$ cat src/rtl/alu_seq.sv
// alu_seq: sequential ALU with a valid/ready request channel and a
// valid/ready response channel.  Single-cycle ops (ADD, SUB, AND, OR, SLT,
// SLL, SRA) produce their response in the cycle after acceptance; MUL is an
// iterative shift-add producing the low WIDTH bits of the product.
//
// Configuration macro: ALU_SEQ_MUL_EN
//   defined   -> op 111 runs the iterative multiplier (WIDTH-cycle latency)
//   undefined -> no multiplier hardware; op 111 completes in one cycle with
//                y = 0, z = 1, err = 1
//
// Ports
//   clk        clock, all state changes on rising edge
//   reset      synchronous active-high reset
//   in_valid   request valid
//   in_ready   request ready (IDLE, or DONE while out_ready is high)
//   op[2:0]    operation select
//   a, b       operands (WIDTH bits)
//   out_valid  response valid (high exactly in DONE)
//   out_ready  response ready
//   y          result (WIDTH bits)
//   z, ng      zero / negative flags of y
//   of, c      overflow / carry flags
//   err        unsupported-op flag
module alu_seq #(
    parameter int WIDTH = 32
) (
    input  logic             clk,
    input  logic             reset,
    input  logic             in_valid,
    output logic             in_ready,
    input  logic [2:0]       op,
    input  logic [WIDTH-1:0] a,
    input  logic [WIDTH-1:0] b,
    output logic             out_valid,
    input  logic             out_ready,
    output logic [WIDTH-1:0] y,
    output logic             z,
    output logic             ng,
    output logic             of,
    output logic             c,
    output logic             err
);

    localparam int SH = $clog2(WIDTH);

    localparam logic [1:0] IDLE = 2'd0;
`ifdef ALU_SEQ_MUL_EN
    localparam logic [1:0] MUL  = 2'd1;
`endif
    localparam logic [1:0] DONE = 2'd2;

    localparam logic [2:0] OP_ADD = 3'b000;
    localparam logic [2:0] OP_SUB = 3'b001;
    localparam logic [2:0] OP_AND = 3'b010;
    localparam logic [2:0] OP_OR  = 3'b011;
    localparam logic [2:0] OP_SLT = 3'b100;
    localparam logic [2:0] OP_SLL = 3'b101;
    localparam logic [2:0] OP_SRA = 3'b110;
    localparam logic [2:0] OP_MUL = 3'b111;

    logic [1:0]       state;
    logic             accept;

    logic [WIDTH:0]   add_sum;
    logic [WIDTH:0]   sub_sum;
    logic [WIDTH-1:0] r_y;
    logic             r_c;
    logic             r_of;
    logic             r_err;

    // A new request may be taken in the same cycle the current response is
    // consumed, so in_ready in DONE follows out_ready combinationally.
    assign in_ready  = (state == IDLE) || ((state == DONE) && out_ready);
    assign accept    = in_valid && in_ready;
    assign out_valid = (state == DONE);

    // Single-cycle result path, evaluated on the live request inputs.
    always_comb begin
        add_sum = {1'b0, a} + {1'b0, b};
        sub_sum = {1'b0, a} + {1'b0, ~b} + {{WIDTH{1'b0}}, 1'b1};
        r_y     = '0;
        r_c     = 1'b0;
        r_of    = 1'b0;
        r_err   = 1'b0;
        case (op)
            OP_ADD: begin
                r_y  = add_sum[WIDTH-1:0];
                r_c  = add_sum[WIDTH];
                r_of = (a[WIDTH-1] == b[WIDTH-1]) && (add_sum[WIDTH-1] != a[WIDTH-1]);
            end
            OP_SUB: begin
                r_y  = sub_sum[WIDTH-1:0];
                r_c  = sub_sum[WIDTH];
                r_of = (a[WIDTH-1] != b[WIDTH-1]) && (sub_sum[WIDTH-1] != a[WIDTH-1]);
            end
            OP_AND: r_y = a & b;
            OP_OR:  r_y = a | b;
            OP_SLT: r_y = {{(WIDTH-1){1'b0}}, ($signed(a) < $signed(b))};
            OP_SLL: r_y = a << b[SH-1:0];
            OP_SRA: r_y = $signed(a) >>> b[SH-1:0];
            OP_MUL: begin
`ifndef ALU_SEQ_MUL_EN
                r_err = 1'b1;
`endif
            end
        endcase
    end

`ifdef ALU_SEQ_MUL_EN
    localparam logic [SH-1:0] CNT_ONE = {{(SH-1){1'b0}}, 1'b1};

    logic [2*WIDTH-1:0] acc;
    logic [2*WIDTH-1:0] mcand;
    logic [2*WIDTH-1:0] acc_next;
    logic [WIDTH-1:0]   mplier;
    logic [SH-1:0]      cnt;

    always_comb begin
        acc_next = acc + (mplier[0] ? mcand : '0);
    end
`endif

    always_ff @(posedge clk) begin
        if (reset) begin
            state <= IDLE;
            y     <= '0;
            z     <= 1'b0;
            ng    <= 1'b0;
            of    <= 1'b0;
            c     <= 1'b0;
            err   <= 1'b0;
`ifdef ALU_SEQ_MUL_EN
            acc    <= '0;
            mcand  <= '0;
            mplier <= '0;
            cnt    <= '0;
`endif
        end else begin
            if (accept) begin
`ifdef ALU_SEQ_MUL_EN
                if (op == OP_MUL) begin
                    // Multiplier bit 0 is folded into the accept cycle so the
                    // remaining WIDTH-1 bits finish exactly WIDTH edges later.
                    state  <= MUL;
                    acc    <= b[0] ? {{WIDTH{1'b0}}, a} : '0;
                    mcand  <= {{(WIDTH-1){1'b0}}, a, 1'b0};
                    mplier <= {1'b0, b[WIDTH-1:1]};
                    cnt    <= CNT_ONE;
                end else
`endif
                begin
                    state <= DONE;
                    y     <= r_y;
                    z     <= (r_y == '0);
                    ng    <= r_y[WIDTH-1];
                    of    <= r_of;
                    c     <= r_c;
                    err   <= r_err;
                end
            end
`ifdef ALU_SEQ_MUL_EN
            else if (state == MUL) begin
                acc    <= acc_next;
                mcand  <= mcand << 1;
                mplier <= mplier >> 1;
                cnt    <= cnt + CNT_ONE;
                if (cnt == '1) begin
                    state <= DONE;
                    y     <= acc_next[WIDTH-1:0];
                    z     <= (acc_next[WIDTH-1:0] == '0);
                    ng    <= acc_next[WIDTH-1];
                    of    <= |acc_next[2*WIDTH-1:WIDTH];
                    c     <= 1'b0;
                    err   <= 1'b0;
                end
            end
`endif
            else if ((state == DONE) && out_ready) begin
                state <= IDLE;
            end
        end
    end

endmodule

$ cat config.mk
export PLATFORM = sky130hd
export DESIGN_NAME = alu_seq
export DESIGN_NICKNAME = d
export VERILOG_FILES = /design/src/rtl/alu_seq.sv
export SDC_FILE = /design/constraint.sdc
export NUM_CORES = 1
export LEC_CHECK = 0
export ABC_CLOCK_PERIOD_IN_PS = 4400
export BUFFER_PORTS_ARGS = -buffer_cell sky130_fd_sc_hd__buf_2
export CAP_MARGIN = 20
export CORE_MARGIN = 3
export CORE_UTILIZATION = 50
export DETAILED_ROUTE_END_ITERATION = 16
export PLACE_DENSITY_LB_ADDON = 0.1
export SLEW_MARGIN = 20
export SYNTH_ARGS = -nofsm -noshare
export SYNTH_HDL_FRONTEND = slang
export SYNTH_SLANG_ARGS = --single-unit
$ cat constraint.sdc
create_clock -name clk -period 4.4 [get_ports clk]
set_input_delay 0.88 -clock clk [delete_from_list [all_inputs] [get_ports clk]]
set_output_delay 0.88 -clock clk [all_outputs]
set_load 0.01 [all_outputs]
Word level (Yosys, flattened, before mapping)
Cells that the tools add are included.
Word-level totals
  input port bits: 71
  word-level logic and storage cells: 42
  output and inout bits: 39
  flip-flop bits (word level): 38
Cells by class
  $add $sub $neg: 3
  reductions and logical operators: 9
  shift-type cells: 2
  eq/ne operators: 11
  bitwise operators: 3
  order comparisons: 1
  multiplexer cells: 6
Operators with widths (number)
  $pmux 32 s7: 1
  $add 32x32->33: 2
  $add 33x1->33 const B: 1
  $and 32x32->32: 1
  $logic_not 32->1: 1
  $lt 32x32->1: 1
  $not 32->32: 1
  $or 32x32->32: 1
  $shl 32x5->32: 1
  $sshr 32x5->32: 1
  $eq 3x3->1 const B: 4
  $eq 3x2->1 const B: 2
  $logic_and 1x1->1: 4
  $mux 2: 2
  $pmux 1 s2: 2
  $eq 3x1->1 const B: 1
  $logic_not 3->1: 1
  $ne 1x1->1: 3
  $logic_not 2->1: 1
  $reduce_bool 2->1: 1
  $eq 1x1->1: 1
  $logic_or 1x1->1: 1
  $mux 1: 1

Depth between registers and ports, before layout
Gate-level depths: netlist of run 1.
  word-level depth: 6
  depth in mapped cells: 17
  gate-level depth less buffers: 14

Worst setup path before layout of run 1
Ideal clock, no wire load.
  kind: input-to-reg
  start: input b[3]
  end: register z
  library setup time: 59 ps
  required time: 4341 ps
  path buffers: 4
  arrival: 4551 ps
  setup slack: -210 ps
  cell stages on the path: 17
  path through: buf_2 > inv_1 > clkbuf_1 > clkbuf_1 > ha_1 > clkbuf_1 > nand2b_1 > o311ai_1 > a211oi_1 > a211oi_2 > o221ai_1 > a21boi_1 > a221o_1 > a21oi_1 > nand4_1 > nor4_1 > a31o_1
On the way
  longest elaborated chain between the ends: 5
  elaborated cells on any way between the ends: 11
  those cells by class: add/sub: 3; order compare: 1; shift: 2; mux: 1; bitwise: 3; reduce/logical: 1
RTL lines
  from (decl): RTL line 33  | input logic [WIDTH-1:0] b,
  $not 32->32: RTL line 80  | sub_sum = {1'b0, a} + {1'b0, ~b} + {{WIDTH{1'b0}}, 1'b1};
  $add 32x32->33: RTL line 80
  $add 33x1->33: RTL line 80
  $pmux 32 s7 *: RTL line 85  | case (op)
  $logic_not 32->1 *: RTL line 154  | z <= (r_y == '0);
  to (signal assigned): RTL line 154
  to (decl): RTL line 37  | output logic z,
Every way passes the cells marked *; elsewhere a longest branch is shown, timed or not.
A chain may end at the register's enable or synchronous reset.

Final worst setup path of run 1
  start: input b[1]
  end: register z
The elaborated chain is that of the path after synthesis.

==> flow_metrics.tcl, run 1 <==
set metrics [dict create \
    status "complete, no violations" \
    route.vias.total 14100 \
    dpl.hpwl_mm 44.6 \
    clk-insertion-delay-late_ns 0.28 \
    synth_xor_area_share_pct 1.93 \
    grt_pass1_vias 13000 \
    p_leak_nw 5.87 \
    synth_area_sq_um 10900 \
    setup_slack_ns 0.0666 \
    max-vdd-ir-drop_v 0.000139 \
    grt_max_degree 53 \
    clockRootBuffer "clkbuf_16" \
    firstDrtPassIters 7 \
    placed_area_sq_um 12900 \
    p_total_w 0.00257 \
    rows 53 \
    remaining_drc_errors 0 \
    path_clk_slew_ns 0.06 \
    initial_core_util_pct 51.3 \
    hold_class "flop to flop" \
    synth_top_family_by_area "compound AO/OA/AOI/OAI gates" \
    die_area_sq_um 23600 \
    cts_tree "done" \
    port_buffers 109 \
    max_freq_mhz 231 \
    place.gp.congestion 1.18 \
    synth_nets 1676 \
    viasPerCell 7.05 \
    synthMuxAreaShare_pct 18.1 \
    critPathCaptureType "flop" \
    drtAntennaViolNets 0 \
    synth_ff_type "dfxtp_1" \
    finalSetupViolCount 0 \
    power.density_nw_per_um2 196 \
    antennaDiodeCount 0 \
    rsz0062_at_grt "false" \
    synth-compound-area-share_pct 31.4 \
    syn_area_per_cell_sq_um 7.25 \
    mostFrequentLayoutCell "buf_4" \
    grt_overflow 0 \
    design_area_sq_um 13100 \
    worst_pin_slew_ns 0.990 \
    cts.sinks 37 \
    die_x_um 154 \
    synthToLayoutAreaGrowth_pct 20.8 \
    wl_per_cell_um 27.9 \
    final_util_pct 61.9 \
    required_ns 4.63 \
    finalClockSkew_ns 0.00690 \
    layout_common_cells "buf_4, nor2_1, a21oi_1" \
    clk_path_buf_depth 2 \
    ys_types 89 \
    period_share_pct 98.5 \
    wl_mm 55.6 \
    min_period_ns 4.33 \
    start_kind "primary input" \
    drive_gt1_share_pct 25.3 \
    async_flop_share_pct 0 \
    design.portCount 110 \
    yosys.area_share.simple_pct 20.7 \
    cp_max_fo 34 \
    ctsHtreeMaxLevel 2 \
    slew_violations 0 \
    synth_edf_count 0 \
    synthCells 1501 \
    seq_area_frac_synth_pct 6.81 \
    worstPathArrival_ns 4.56 \
    cts_made_buffers 5 \
    yosys_warnings 0 \
    crit_type "primary input to flop" \
    slew_headroom_pct 33.7 \
    cap_violations 0 \
    finalHoldViolations 0 \
    grt_pass1_wl_mm 81.1 \
    hold_buffers 0 \
    drt_iter0_drc 2375 \
    track_usage_pct 44.3 \
    fp.dieH_um 154 \
    antenna_found_initial 1 \
    ys_seq_elements 37 \
    finalNetCount 1893 \
    synth_adder_area_share_pct 12.1 \
    pre_cts_slack_ns -0.121 \
    fin_setup_tns_ns 0 \
    core_sq_um 21200 \
]
==> stage by stage <==
| step | cells | hold WS [ns] |
|---|---|---|
| after floorplan | 1501 | 0.476 |
| after global placement | 1986 | 0.435 |
| after detailed placement | 1986 | 0.444 |
| after CTS | 1994 | 0.452 |
| after global routing | 1994 | 0.470 |
| final | 1994 | 0.452 |
==> cell usage after synthesis (9+ instances only) <==
| cell type | number | area (sq um) |
|---|---|---|
| ha_1 | 102 | 1280 |
| o21ai_0 | 87 | 435 |
| o21a_1 | 14 | 105 |
| nand4_1 | 21 | 131 |
| a211o_1 | 9 | 78.8 |
| dfxtp_1 | 37 | 741 |
| buf_1 | 9 | 33.8 |
| nand3_1 | 27 | 135 |
| nand2b_1 | 16 | 100 |
| a211oi_1 | 46 | 345 |
| a21o_1 | 16 | 120 |
| o31ai_1 | 14 | 105 |
| mux2i_1 | 39 | 390 |
| a311oi_1 | 9 | 78.8 |
| mux2_2 | 19 | 214 |
| nor4_1 | 20 | 125 |
| a221oi_1 | 10 | 87.6 |
| o221ai_1 | 13 | 114 |
| buf_4 | 9 | 67.6 |
| nor2_1 | 178 | 668 |
| buf_2 | 19 | 95.1 |
| nand2_1 | 115 | 432 |
| a21oi_1 | 137 | 686 |
| or3_1 | 13 | 81.3 |
| nor3_1 | 36 | 180 |
| a31oi_1 | 16 | 100 |
| xnor2_1 | 23 | 201 |
| clkbuf_1 | 72 | 270 |
| a2111oi_0 | 12 | 105 |
| nor2b_1 | 20 | 125 |
| mux4_2 | 50 | 1130 |
| o211ai_1 | 15 | 113 |
| inv_1 | 108 | 405 |
| o22ai_1 | 26 | 163 |
==> power breakdown <==
group / leakage [nW] / switching [W] / total, W / internal (W)
Clock: 0.0800 / 0.000138 / 0.000405 / 0.000268
Sequential: 0.305 / 0.0000131 / 0.000376 / 0.000363
Combinational: 5.48 / 0.00109 / 0.00179 / 0.000705
==> flip-flops by register name, summed over array words and instances, names as in the netlist <==
name,cells
err,1
c,1
of,1
z,1
state,1
y,32
==> path summary, 6_finish.rpt <==
kind	from	to	slack, ns	cells after the start
worst max-delay path	b[1]	z	0.07	12
worst min-delay path	y[14]	y[14]	0.45	2
worst max register to register	state[1]	z	1.51	13
worst min register to register	y[14]	y[14]	0.45	2
==> cell type report <==
| cell class | count | area, sq um |
|---|---|---|
| multi-input cells | 1239 | 9200 |
| clock inverters | 3 | 46.3 |
| fillers | 1966 | 8080 |
| well taps | 275 | 344 |
| repair buffers | 327 | 2280 |
| flip-flops and latches | 37 | 741 |
| clock buffers | 5 | 125 |
| inverters | 108 | 405 |
==> routing by layer <==
metal	up-vias	wire length, um	global-route usage (%)
li1	6077	-	-
met1	6483	20300	56.8
met2	1222	22500	65.0
met3	281	8380	15.7
met4	2	4340	24.3
met5	-	14	0
==> critical path, cell delays in order <==
cell and delay (ns):
buf_4 0.10, buf_12 0.23, mux2_2 0.42, mux4_2 0.49, a21oi_1 0.45, o221ai_1 0.31, a221oi_2 0.46, nand3_1 0.19
nor4_1 0.28, nand4_1 0.17, nor4_2 0.37, a31o_1 0.19
==> logic make-up (layout without fill, tap and decap cells) <==
| family | count (synthesis) | in the layout |
|---|---|---|
| compound gates | 509 | 509 |
| xor+xnor | 24 | 24 |
| fa+ha+maj | 104 | 104 |
| buf+inv | 225 | 443 |
| flops | 37 | 37 |
| mux | 119 | 119 |
| simple gates | 483 | 483 |
==> what timing repair did <==
action,4_1_cts,5_1_grt
setup buffers,0,0
gates resized for setup,0,7
setup endpoints to repair,0,2
Power figures use the tool's default switching activity.
==> run 2: changes to the inputs <==
- CTS_CLUSTER_DIAMETER: not set -> 60
- REMOVE_ABC_BUFFERS: not set -> 1
==> run 2 against run 1 <==
Net effect:
- first-iteration DRC count down 10%
- die area unchanged
- cell count up 3.8%
- flip-flop and latch count unchanged
- combinational power up 5%
- critical path depth up 3
- hold slack worse by 0.0021 ns
- critical endpoint unchanged
- highest routed layer is now met4
==> flow_metrics.tcl, run 2 (synthesis gave the netlist of run 1 again) <==
set metrics [dict create \
    cts_made_buffers 5 \
    p_total_w 0.00266 \
    rsz0062_at_grt "false" \
    regToRegStartpoint "state[1]" \
    clockRootBuffer "clkbuf_16" \
    track_usage_pct 44.0 \
    worst-path-buf-inv 5 \
    regMostFlops "y" \
    grt_max_degree 57 \
    ctsHtreeMaxLevel 2 \
    path_depth 15 \
    drt_iter0_drc 2138 \
    initial_core_util_pct 51.3 \
    cpMaxStageDelayCell "a2111oi_0" \
    finalHoldViolations 0 \
    period_share_pct 98.1 \
    reg2reg_to "z" \
    min_period_ns 4.31 \
    grt_overflow 0 \
    port_buffers 109 \
    finalNetCount 1969 \
    largest_reg_flops 32 \
    rr_worst_depth 13 \
    grt_pass1_wl_mm 81.2 \
    cap_violations 0 \
    postCtsSetupRepairBufs 0 \
    cp_max_fo 32 \
    max-vdd-ir-drop_v 0.000221 \
    die_area_sq_um 23600 \
    crit_chain "buf_4, buf_12, buf_4, mux4_2, mux2i_1, buf_4, o21ai_0, a2111oi_0, buf_4, o21ai_0, or3_1, o22ai_1, nand3_1, nor2_1, a31o_1" \
    finalClockSkew_ns 0.00761 \
    wl_per_cell_um 26.6 \
    rows 53 \
    fp.dieH_um 154 \
    hold_class "flop to flop" \
    hold_path_end "y[18]" \
    slew_violations 0 \
    drive_gt1_share_pct 28.5 \
    pre_cts_slack_ns -0.368 \
    antenna_found_initial 0 \
    path_delay_family "compound AO/OA/AOI/OAI gates" \
    required_ns 4.63 \
    hold_path_depth 2 \
    start_kind "primary input" \
    seq_area_sq_um 741 \
    grt_pass1_vias 13500 \
    cpMostUsedCell "buf_4" \
    power.density_nw_per_um2 194 \
    fillers 1984 \
    min_from "y[18]" \
    clk_path_buf_depth 2 \
    slew_headroom_pct 24.7 \
    status "complete, no violations" \
    layout_common_cells "buf_4, nor2_1, a21oi_1" \
    worst_pin_slew_ns 1.12 \
    cts_tree "done" \
    clk-insertion-delay-late_ns 0.28 \
    finalSetupViolCount 0 \
    synthToLayoutAreaGrowth_pct 26.3 \
    place.gp.congestion 1.17 \
    antennaDiodeCount 0 \
    drtAntennaViolNets 0 \
    path_clk_slew_ns 0.06 \
    setup_slack_ns 0.0852 \
    multiInputGateArea_sq_um 9230 \
    route.vias.total 14300 \
    wl_mm 55.0 \
    max_freq_mhz 232 \
    holdWs_ns 0.450 \
    die_x_um 154 \
    remaining_drc_errors 0 \
    core_sq_um 21200 \
    final_util_pct 64.8 \
    firstDrtPassIters 10 \
    fin_setup_tns_ns 0 \
    slowest_delay_ns 0.66 \
    viasPerCell 6.91 \
    reg2reg_slack_ns 1.28 \
    critPathCaptureType "flop" \
    crit_type "primary input to flop" \
    mostFrequentLayoutCell "buf_4" \
    worstPathArrival_ns 4.55 \
    design.portCount 110 \
    p_leak_nw 6.24 \
    cts.sinks 37 \
    dpl.hpwl_mm 44.2 \
]
==> run 2: changes by cell type in the layout (fill, tap and decap cells not counted), moves of 2 or more <==
cell       change
a211oi_2       -2
buf_4         +76
a211oi_1       +2
a2111oi_2      +2
==> run 2: metrics by stage <==
stage / area (sq um) / std cells
3_3_place_gp: 13500 / 2062
2_1_floorplan: 10300 / 1384
4_1_cts: 13700 / 2070
6_report: 13700 / 2070
5_1_grt: 13700 / 2070
3_5_place_dp: 13500 / 2062
==> run 2: how the worst max path moves through the flow <==
stage,from,endpoint,slack [ns]
2_1_floorplan,b[2],z,0.17
3_3_place_gp,a[0],z,-0.30
3_5_place_dp,a[0],z,-0.37
4_1_cts,a[0],z,0.02
5_1_grt,b[0],z,0.0009
6_report,b[1],z,0.09
==> run 2: worst min-delay path, cell delays in order (launching register included) <==
cell	delay, ns
dfxtp_1	0.30
nand2_1	0.05
a21oi_1	0.05
==> run 2: timing repair <==
action                                  in CTS  in global routing
endpoints found under the setup margin       1                  3
pin swaps                                    0                  2
hold buffers                                 0                  0
gates resized for setup                      2                 12
==> run 2: layer usage <==
metal | GRT usage (%) | up-vias | routed length [um]
li1 | - | 6202 | -
met1 | 57.5 | 6572 | 20200
met2 | 65.7 | 1259 | 22500
met3 | 14.2 | 272 | 8600
met4 | 21.5 | 0 | 3700
met5 | 0 | - | 0
==> run 2: cell type report <==
class                   instances  area share [%]
multi-input cells            1239            67.2
repair buffers                403            20.8
flip-flops and latches         37            5.39
inverters                     108            2.95
well taps                     275            2.50
clock buffers                   5           0.910
clock inverters                 3           0.319
==> run 2: report_power, final <==
part	internal (W)	switching, W	leakage, nW
clock network	0.000268	0.000139	0.0842
registers	0.000363	0.0000125	0.305
logic	0.000773	0.00111	5.85
